===== config.mk =====
export PLATFORM = sky130hd
export DESIGN_NAME = dac8531_spi_rx_flat
export DESIGN_NICKNAME = d
export VERILOG_FILES = /design/src/rtl/dac8531_pkg.sv /design/src/rtl/dac8531_spi_rx_if.sv /design/src/rtl/spi_in_sync.sv /design/src/rtl/dac8531_spi_rx.sv /design/src/flat_wrapper.sv
export SDC_FILE = /design/constraint.sdc
export NUM_CORES = 1
export LEC_CHECK = 0
export ABC_CLOCK_PERIOD_IN_PS = 3100
export CORE_MARGIN = 2
export CORE_UTILIZATION = 55
export CTS_CLUSTER_DIAMETER = 200
export DETAILED_ROUTE_END_ITERATION = 7
export GPL_ROUTABILITY_DRIVEN = 0
export PLACE_DENSITY = 0.8
export SYNTH_ARGS = -nofsm -noshare
export SYNTH_HDL_FRONTEND = slang
export SYNTH_SLANG_ARGS = --single-unit

===== constraint.sdc =====
create_clock -name CLOCK_10M -period 3.1 [get_ports CLOCK_10M]
set_clock_uncertainty 0.2 [all_clocks]
set_input_delay 0.62 -clock CLOCK_10M [delete_from_list [all_inputs] [get_ports CLOCK_10M]]
set_output_delay 0.62 -clock CLOCK_10M [all_outputs]
set_load 0.005 [all_outputs]

===== src/rtl/dac8531_pkg.sv =====
// -----------------------------------------------------------------------------
// dac8531_pkg
// Shared definitions for the DAC8531 write-frame receiver: default frame
// length, bit positions of the power-down and data fields inside a frame,
// and the receiver state encoding.
// -----------------------------------------------------------------------------
package dac8531_pkg;

    localparam int FRAME_BITS_DEF = 24;

    // Frame layout, MSB first: 6 don't-care, PD[1:0], DATA[15:0]
    localparam int PD_MSB   = 17;
    localparam int PD_LSB   = 16;
    localparam int DATA_MSB = 15;

    typedef enum logic [1:0] {
        IDLE  = 2'd0,
        SHIFT = 2'd1,
        HOLD  = 2'd2
    } rx_state_e;

endpackage


===== src/rtl/dac8531_spi_rx_if.sv =====
// -----------------------------------------------------------------------------
// dac8531_spi_rx_if
// The three DAC8531 serial pins as seen on the board.
//   DA_CS   : frame sync, active low (DAC SYNC)
//   DA_SCLK : serial clock, data sampled on its falling edge
//   DA_SDO  : serial data from the driver (DAC DIN)
// master : the DAC driver side, drives all three pins
// slave  : a passive listener (the receiver), only observes them
// -----------------------------------------------------------------------------
interface dac8531_spi_rx_if;

    logic DA_CS;
    logic DA_SCLK;
    logic DA_SDO;

    modport master (output DA_CS, output DA_SCLK, output DA_SDO);
    modport slave  (input  DA_CS, input  DA_SCLK, input  DA_SDO);

endinterface


===== src/rtl/spi_in_sync.sv =====
// -----------------------------------------------------------------------------
// spi_in_sync
// Brings one asynchronous SPI pin into the CLOCK_10M domain through a
// STAGES-deep flop chain, then keeps one extra registered copy so edges can
// be detected. All three SPI pins use identical instances, so they remain
// aligned to each other after synchronization.
// Ports:
//   CLOCK_10M, RESET_N : system clock, async active-low reset
//   din                : raw pin
//   level              : synchronized level
//   rise / fall        : single-cycle edge strobes of the synchronized level
// -----------------------------------------------------------------------------
module spi_in_sync #(
    parameter int   STAGES  = 2,
    parameter logic RST_VAL = 1'b0
) (
    input  logic CLOCK_10M,
    input  logic RESET_N,
    input  logic din,
    output logic level,
    output logic rise,
    output logic fall
);

    logic [STAGES-1:0] sync_q;
    logic              prev_q;

    always_ff @(posedge CLOCK_10M or negedge RESET_N) begin
        if (!RESET_N) begin
            sync_q <= {STAGES{RST_VAL}};
            prev_q <= RST_VAL;
        end else begin
            sync_q <= {sync_q[STAGES-2:0], din};
            prev_q <= sync_q[STAGES-1];
        end
    end

    assign level = sync_q[STAGES-1];
    assign rise  = level & ~prev_q;
    assign fall  = ~level & prev_q;

endmodule


===== src/rtl/dac8531_spi_rx.sv =====
// -----------------------------------------------------------------------------
// dac8531_spi_rx
// Passive listener on the DAC8531 serial pins. Recovers the 16-bit code and
// power-down bits of each complete write frame, counts accepted frames and
// flags frames that end early (abort) or run long (overrun).
// Ports:
//   CLOCK_10M, RESET_N : system clock, async active-low reset
//   spi                : DA_CS / DA_SCLK / DA_SDO pins (slave view)
//   RX_DATA, RX_PD     : last accepted code and power-down bits
//   RX_VALID           : 1-cycle pulse when RX_DATA/RX_PD update
//   RX_ABORT           : 1-cycle pulse, CS rose before a full frame
//   RX_OVERRUN         : 1-cycle pulse, CS rose after extra SCLK falls
//   RX_BUSY            : synchronized CS is low
//   FRAME_CNT          : accepted frame count, wraps
// -----------------------------------------------------------------------------
module dac8531_spi_rx
    import dac8531_pkg::*;
#(
    parameter int FRAME_BITS  = FRAME_BITS_DEF,
    parameter int SYNC_STAGES = 2
) (
    input  logic                    CLOCK_10M,
    input  logic                    RESET_N,
    dac8531_spi_rx_if.slave         spi,
    output logic [DATA_MSB:0]       RX_DATA,
    output logic [PD_MSB-PD_LSB:0]  RX_PD,
    output logic                    RX_VALID,
    output logic                    RX_ABORT,
    output logic                    RX_OVERRUN,
    output logic                    RX_BUSY,
    output logic [15:0]             FRAME_CNT
);

    localparam int                CNT_W     = $clog2(FRAME_BITS + 2);
    localparam logic [CNT_W-1:0]  CNT_LAST  = CNT_W'(FRAME_BITS);
    localparam logic [CNT_W-1:0]  CNT_SAT   = CNT_W'(FRAME_BITS + 1);
    localparam int                WARM_W    = $clog2(SYNC_STAGES + 2);
    localparam logic [WARM_W-1:0] WARM_DONE = WARM_W'(SYNC_STAGES + 1);

    // ---- stage: pin synchronization and edge detection ----
    logic cs_lvl, cs_rise, cs_fall;
    logic sclk_fall, sdo_lvl;
    logic unused_sclk_lvl, unused_sclk_rise, unused_sdo_rise, unused_sdo_fall;

    // CS resets to its idle (high) level so RX_BUSY is low out of reset
    spi_in_sync #(.STAGES(SYNC_STAGES), .RST_VAL(1'b1)) u_sync_cs (
        .CLOCK_10M (CLOCK_10M), .RESET_N (RESET_N), .din (spi.DA_CS),
        .level (cs_lvl), .rise (cs_rise), .fall (cs_fall)
    );

    spi_in_sync #(.STAGES(SYNC_STAGES), .RST_VAL(1'b1)) u_sync_sclk (
        .CLOCK_10M (CLOCK_10M), .RESET_N (RESET_N), .din (spi.DA_SCLK),
        .level (unused_sclk_lvl), .rise (unused_sclk_rise), .fall (sclk_fall)
    );

    spi_in_sync #(.STAGES(SYNC_STAGES), .RST_VAL(1'b0)) u_sync_sdo (
        .CLOCK_10M (CLOCK_10M), .RESET_N (RESET_N), .din (spi.DA_SDO),
        .level (sdo_lvl), .rise (unused_sdo_rise), .fall (unused_sdo_fall)
    );

    // Edges are ignored until the synchronizers have flushed their reset
    // value; otherwise a CS held low across reset release would look like a
    // fresh frame start and later report a spurious abort.
    logic [WARM_W-1:0] warm_q;
    logic              armed;

    assign armed = (warm_q == WARM_DONE);

    always_ff @(posedge CLOCK_10M or negedge RESET_N) begin
        if (!RESET_N)    warm_q <= '0;
        else if (!armed) warm_q <= warm_q + 1'b1;
    end

    // ---- stage: frame FSM ----
    rx_state_e               state_q, state_d;
    logic [FRAME_BITS-1:0]   shift_q, shift_d, shifted;
    logic [CNT_W-1:0]        bit_cnt_q, bit_cnt_d, bit_inc;
    logic [DATA_MSB:0]       data_q, data_d;
    logic [PD_MSB-PD_LSB:0]  pd_q, pd_d;
    logic [15:0]             frame_cnt_q, frame_cnt_d;
    logic                    ovf_q, ovf_d;
    logic                    valid_q, valid_d;
    logic                    abort_q, abort_d;
    logic                    overrun_q, overrun_d;
    logic                    unused_shift_msb;

    // The oldest don't-care bit falls off the end and is never inspected
    assign unused_shift_msb = shift_q[FRAME_BITS-1];

    always_comb begin
        state_d     = state_q;
        shift_d     = shift_q;
        bit_cnt_d   = bit_cnt_q;
        data_d      = data_q;
        pd_d        = pd_q;
        frame_cnt_d = frame_cnt_q;
        ovf_d       = ovf_q;
        valid_d     = 1'b0;
        abort_d     = 1'b0;
        overrun_d   = 1'b0;
        shifted     = {shift_q[FRAME_BITS-2:0], sdo_lvl};
        bit_inc     = (bit_cnt_q == CNT_SAT) ? bit_cnt_q : bit_cnt_q + 1'b1;

        if (armed) begin
            case (state_q)
                IDLE: begin
                    if (cs_fall) begin
                        shift_d   = '0;
                        bit_cnt_d = '0;
                        state_d   = SHIFT;
                    end
                end

                SHIFT: begin
                    if (cs_fall) begin
                        // Missed CS rise: the unfinished frame is abandoned
                        abort_d   = 1'b1;
                        shift_d   = '0;
                        bit_cnt_d = '0;
                    end else begin
                        // SCLK fall is handled before a coincident CS rise
                        if (sclk_fall) begin
                            shift_d   = shifted;
                            bit_cnt_d = bit_inc;
                            if (bit_inc == CNT_LAST) begin
                                data_d      = shifted[DATA_MSB:0];
                                pd_d        = shifted[PD_MSB:PD_LSB];
                                valid_d     = 1'b1;
                                frame_cnt_d = frame_cnt_q + 1'b1;
                                state_d     = HOLD;
                            end
                        end
                        // A rise in the completing cycle is a clean HOLD exit
                        if (cs_rise) begin
                            abort_d = ~valid_d;
                            state_d = IDLE;
                        end
                    end
                end

                HOLD: begin
                    if (cs_fall) begin
                        ovf_d     = 1'b0;
                        shift_d   = '0;
                        bit_cnt_d = '0;
                        state_d   = SHIFT;
                    end else begin
                        if (sclk_fall) begin
                            ovf_d     = 1'b1;
                            bit_cnt_d = bit_inc;
                        end
                        if (cs_rise) begin
                            overrun_d = ovf_d;
                            ovf_d     = 1'b0;
                            state_d   = IDLE;
                        end
                    end
                end

                default: state_d = IDLE;
            endcase
        end
    end

    always_ff @(posedge CLOCK_10M or negedge RESET_N) begin
        if (!RESET_N) begin
            state_q     <= IDLE;
            shift_q     <= '0;
            bit_cnt_q   <= '0;
            data_q      <= '0;
            pd_q        <= '0;
            frame_cnt_q <= '0;
            ovf_q       <= 1'b0;
            valid_q     <= 1'b0;
            abort_q     <= 1'b0;
            overrun_q   <= 1'b0;
        end else begin
            state_q     <= state_d;
            shift_q     <= shift_d;
            bit_cnt_q   <= bit_cnt_d;
            data_q      <= data_d;
            pd_q        <= pd_d;
            frame_cnt_q <= frame_cnt_d;
            ovf_q       <= ovf_d;
            valid_q     <= valid_d;
            abort_q     <= abort_d;
            overrun_q   <= overrun_d;
        end
    end

    // ---- stage: outputs ----
    assign RX_DATA    = data_q;
    assign RX_PD      = pd_q;
    assign RX_VALID   = valid_q;
    assign RX_ABORT   = abort_q;
    assign RX_OVERRUN = overrun_q;
    assign RX_BUSY    = ~cs_lvl;
    assign FRAME_CNT  = frame_cnt_q;

endmodule


===== src/flat_wrapper.sv =====
// flat-port wrapper written by rule: the top's interface ports become plain ports
module dac8531_spi_rx_flat import dac8531_pkg::*;
#(
    parameter int FRAME_BITS  = FRAME_BITS_DEF,
    parameter int SYNC_STAGES = 2
)
  (CLOCK_10M, RESET_N, RX_DATA, RX_PD, RX_VALID, RX_ABORT, RX_OVERRUN, RX_BUSY, FRAME_CNT, spi_DA_CS, spi_DA_SCLK, spi_DA_SDO);
  dac8531_spi_rx_if spi_i ();
  input  logic CLOCK_10M;
  input  logic RESET_N;
  output logic [DATA_MSB:0] RX_DATA;
  output logic [PD_MSB-PD_LSB:0] RX_PD;
  output logic RX_VALID;
  output logic RX_ABORT;
  output logic RX_OVERRUN;
  output logic RX_BUSY;
  output logic [15:0] FRAME_CNT;
  input wire logic [$bits(spi_i.DA_CS)-1:0] spi_DA_CS;
  input wire logic [$bits(spi_i.DA_SCLK)-1:0] spi_DA_SCLK;
  input wire logic [$bits(spi_i.DA_SDO)-1:0] spi_DA_SDO;
  assign spi_i.DA_CS = spi_DA_CS;
  assign spi_i.DA_SCLK = spi_DA_SCLK;
  assign spi_i.DA_SDO = spi_DA_SDO;
  dac8531_spi_rx #(.FRAME_BITS(FRAME_BITS), .SYNC_STAGES(SYNC_STAGES)) u_core (.CLOCK_10M(CLOCK_10M), .RESET_N(RESET_N), .spi(spi_i), .RX_DATA(RX_DATA), .RX_PD(RX_PD), .RX_VALID(RX_VALID), .RX_ABORT(RX_ABORT), .RX_OVERRUN(RX_OVERRUN), .RX_BUSY(RX_BUSY), .FRAME_CNT(FRAME_CNT));
endmodule

==> results.ini <==
[run]
maxCapViolCount=0

[clock_network]
cts_resized=0
clockBufferDepth=2
post_cts_buffers=0
cts_max_level=3
cts_hold_buffers=0
clk_pin_slew_ps=70
cts_tree=done
cts-root-buf=clkbuf_8
clk_latency_ps=340
clkSinkCount=72
cts_made_buffers=9

[global_routing]
grt.overflow.total=0
grt_start_max_net_pins=73
grt_pass1_vias=2126
antenna_found_initial=0
grt_pass1_wl_um=10000
grtUsageTotal_pct=20.1

[placed_design]
detailed_place_hpwl_um=4070
port_buffers=42

[worst_setup_path]
worstPathCellList=ha_1 > nor2b_4 > nor4b_4 > a41oi_4 > nor2_4 > buf_4 > mux2_2
ff2ff_setup_slack_ps=540
crit_type=flip-flop to flip-flop
crit-reg2reg-launch=u_core.bit_cnt_q[0]$_DFFE_PN0P_
critical_path.top_delay_family=simple AND/OR/NAND/NOR gates
r2r_end=u_core.RX_DATA[0]$_DFFE_PN0P_
cp_data_arrival_time_ps=2590
cp_slowest_cell=dfrtp_1
cp_data_required_time_ps=3130
end_kind=flip-flop
reg2reg_depth=7
slowest_delay_ps=450
cp_max_fo=21
start_kind=flip-flop
crit_buf_inv=1

[die]
start_util_pct=56.1
io_pins=43
dieHeight_um=81.2
die_area_mm2=0.00660
die_x_um=81.2
num_rows=28
core_area_mm2=0.00585

[timing]
layout_min_cycle_time_ps=2560
hold_viol_final=0
setup_viol=0
fin_setup_tns_ps=0
tightest_slew_ps=1150
fmax_mhz=391
finalCritPeriodShare_pct=82.6
max_slew_margin_pct=23.5
hold_ws_ps=89.3
rsz0062_at_grt=false
slew_violations=0

[final_layout]
fillCellCount=437
drive_gt1_share_pct=16.8
num_antenna_cells=0
area.growth.synth_to_final_pct=20.0
fin_nets=343

[synth]
syn_nets=299
syn_avg_cell_area_um2=11.5
synth_flop_cell=dfrtp_1
syn_area_mm2=0.00328
async_flop_share_pct=100
synth_edf_count=0
syn_inst=284
synth_seq_cells=72
yosysWarnings=0
synthDistinctLibCells=43
ys_seq_area_share_pct=55.2

[power]
peakVddDrop_v=0.000411
p_leak_uw=0.00170
powerDensity_mw_per_mm2=517

[detailed_routing]
first_iter_violations=89
wl_per_cell_um=14.7
num_vias=2244
drt_wl_total_um=6010
ant_nets=0
drcViolationCount=0
viasPerCell=5.50
firstDrtPassIters=4

[min_path]
hp-class=input pin to asynchronous set/reset pin

[run_status]
outcome=finished clean

through the flow:
stage | setup slack, ps | instance area, um^2 | utilization (%) | total power (uW) | std cells
6_report | 541 | 3930 | 67.2 | 2030 | 408
5_1_grt | 363 | 3930 | 67.2 | 2150 | 408
4_1_cts | 530 | 3930 | 67.2 | 2050 | 408
3_5_place_dp | 532 | 3760 | 64.3 | 1390 | 392
3_3_place_gp | 587 | 3760 | 64.3 | 1380 | 392
2_1_floorplan | 864 | 3280 | - | 1290 | 284
flip-flops by register name, summed over array words and instances (netlist names):
signal,cells
u_core.FRAME_CNT,16
u_core.RX_ABORT,1
u_core.RX_DATA,16
u_core.RX_OVERRUN,1
u_core.RX_PD,2
u_core.RX_VALID,1
u_core.bit_cnt_q,5
u_core.ovf_q,1
u_core.shift_q,17
u_core.state_q,2
u_core.u_sync_cs.prev_q,1
u_core.u_sync_cs.sync_q,2
u_core.u_sync_sclk.prev_q,1
u_core.u_sync_sclk.sync_q,2
u_core.u_sync_sdo.sync_q,2
u_core.warm_q,2
worst max-delay path by stage:
stage	startpoint	endpoint	cells after the start
2_1_floorplan	u_core.bit_cnt_q[0]$_DFFE_PN0P_	u_core.RX_DATA[10]$_DFFE_PN0P_	7
3_3_place_gp	u_core.bit_cnt_q[0]$_DFFE_PN0P_	u_core.RX_DATA[0]$_DFFE_PN0P_	7
3_5_place_dp	u_core.bit_cnt_q[0]$_DFFE_PN0P_	u_core.RX_DATA[0]$_DFFE_PN0P_	7
4_1_cts	u_core.bit_cnt_q[0]$_DFFE_PN0P_	u_core.RX_DATA[0]$_DFFE_PN0P_	7
5_1_grt	u_core.state_q[0]$_DFFE_PN0P_	u_core.shift_q[3]$_DFFE_PN0P_	5
6_report	u_core.bit_cnt_q[0]$_DFFE_PN0P_	u_core.RX_DATA[0]$_DFFE_PN0P_	7
layout make-up:
class	count	area [um^2]	area share, %
Multi-Input combinational cell	192	1380	35.0
Timing Repair Buffer	45	450	11.5
Sequential cell	72	1810	46.0
Inverter	8	30.0	0.763
Clock inverter	4	28.8	0.732
Tap cell	75	93.8	2.39
Clock buffer	12	145	3.69
synth_stat cells (4+ instances only):
cell type   n  area share [%]
dfrtp_1    66              50
inv_1       8            0.92
xnor2_1    13             3.5
nor2b_1     5            0.95
nor2_1     10             1.1
ha_1       10             3.8
nand3_1     9             1.4
nand2b_1    4            0.76
nand4_1     8             1.5
nand2_1    44             5.0
dfstp_2     6             4.8
mux2_4     18             8.2
a21oi_1     5            0.76
o21ai_0    22             3.4
clkbuf_1    6            0.69
nor3_1      7             1.1
per-layer routing:
metal	wire [um]	track usage, %	up-vias	share of wire [%]
met4	84	8.14	0	1.4
met1	2850	27.7	1119	47
met3	263	5.22	6	4.4
met5	0	0	-	0
met2	2810	30.4	54	47
li1	-	-	1065	-
worst reg2reg max path, stage by stage (launching register included):
cell and delay (ps):
dfrtp_1 450, ha_1 320, nor2b_4 160, nor4b_4 320
a41oi_4 110, nor2_4 150, buf_4 350, mux2_2 390
report_power, final:
part	internal (uW)	total, uW	switching [uW]
logic	116	351	235
registers	984	1030	45.4
clock network	314	654	340
cell usage in the layout, fill, tap and decap left out, types with 6 or more instances in the layout:
cell type / count
ha_1: 10
o21ai_0: 22
nor2_1: 10
nor3_1: 7
dfrtp_1: 66
nand3_1: 9
inv_1: 8
xnor2_1: 13
nand2_1: 44
dfstp_2: 6
mux2_4: 18
clkbuf_8: 10
nand4_1: 8
clkdlybuf4s50_1: 41
logic make-up after synthesis:
| kind of cell | count (synthesis) | synth area share [%] |
|---|---|---|
| AO/OA/AOI/OAI | 42 | 8.20 |
| XOR/XNOR | 16 | 4.27 |
| adder cells (fa/ha/maj) | 10 | 3.82 |
| buffers and inverters | 20 | 2.98 |
| flip-flops | 72 | 55.2 |
| multiplexers | 21 | 9.27 |
| AND/OR/NAND/NOR | 103 | 16.3 |
Note: power is estimated with default switching activity, not from simulation.
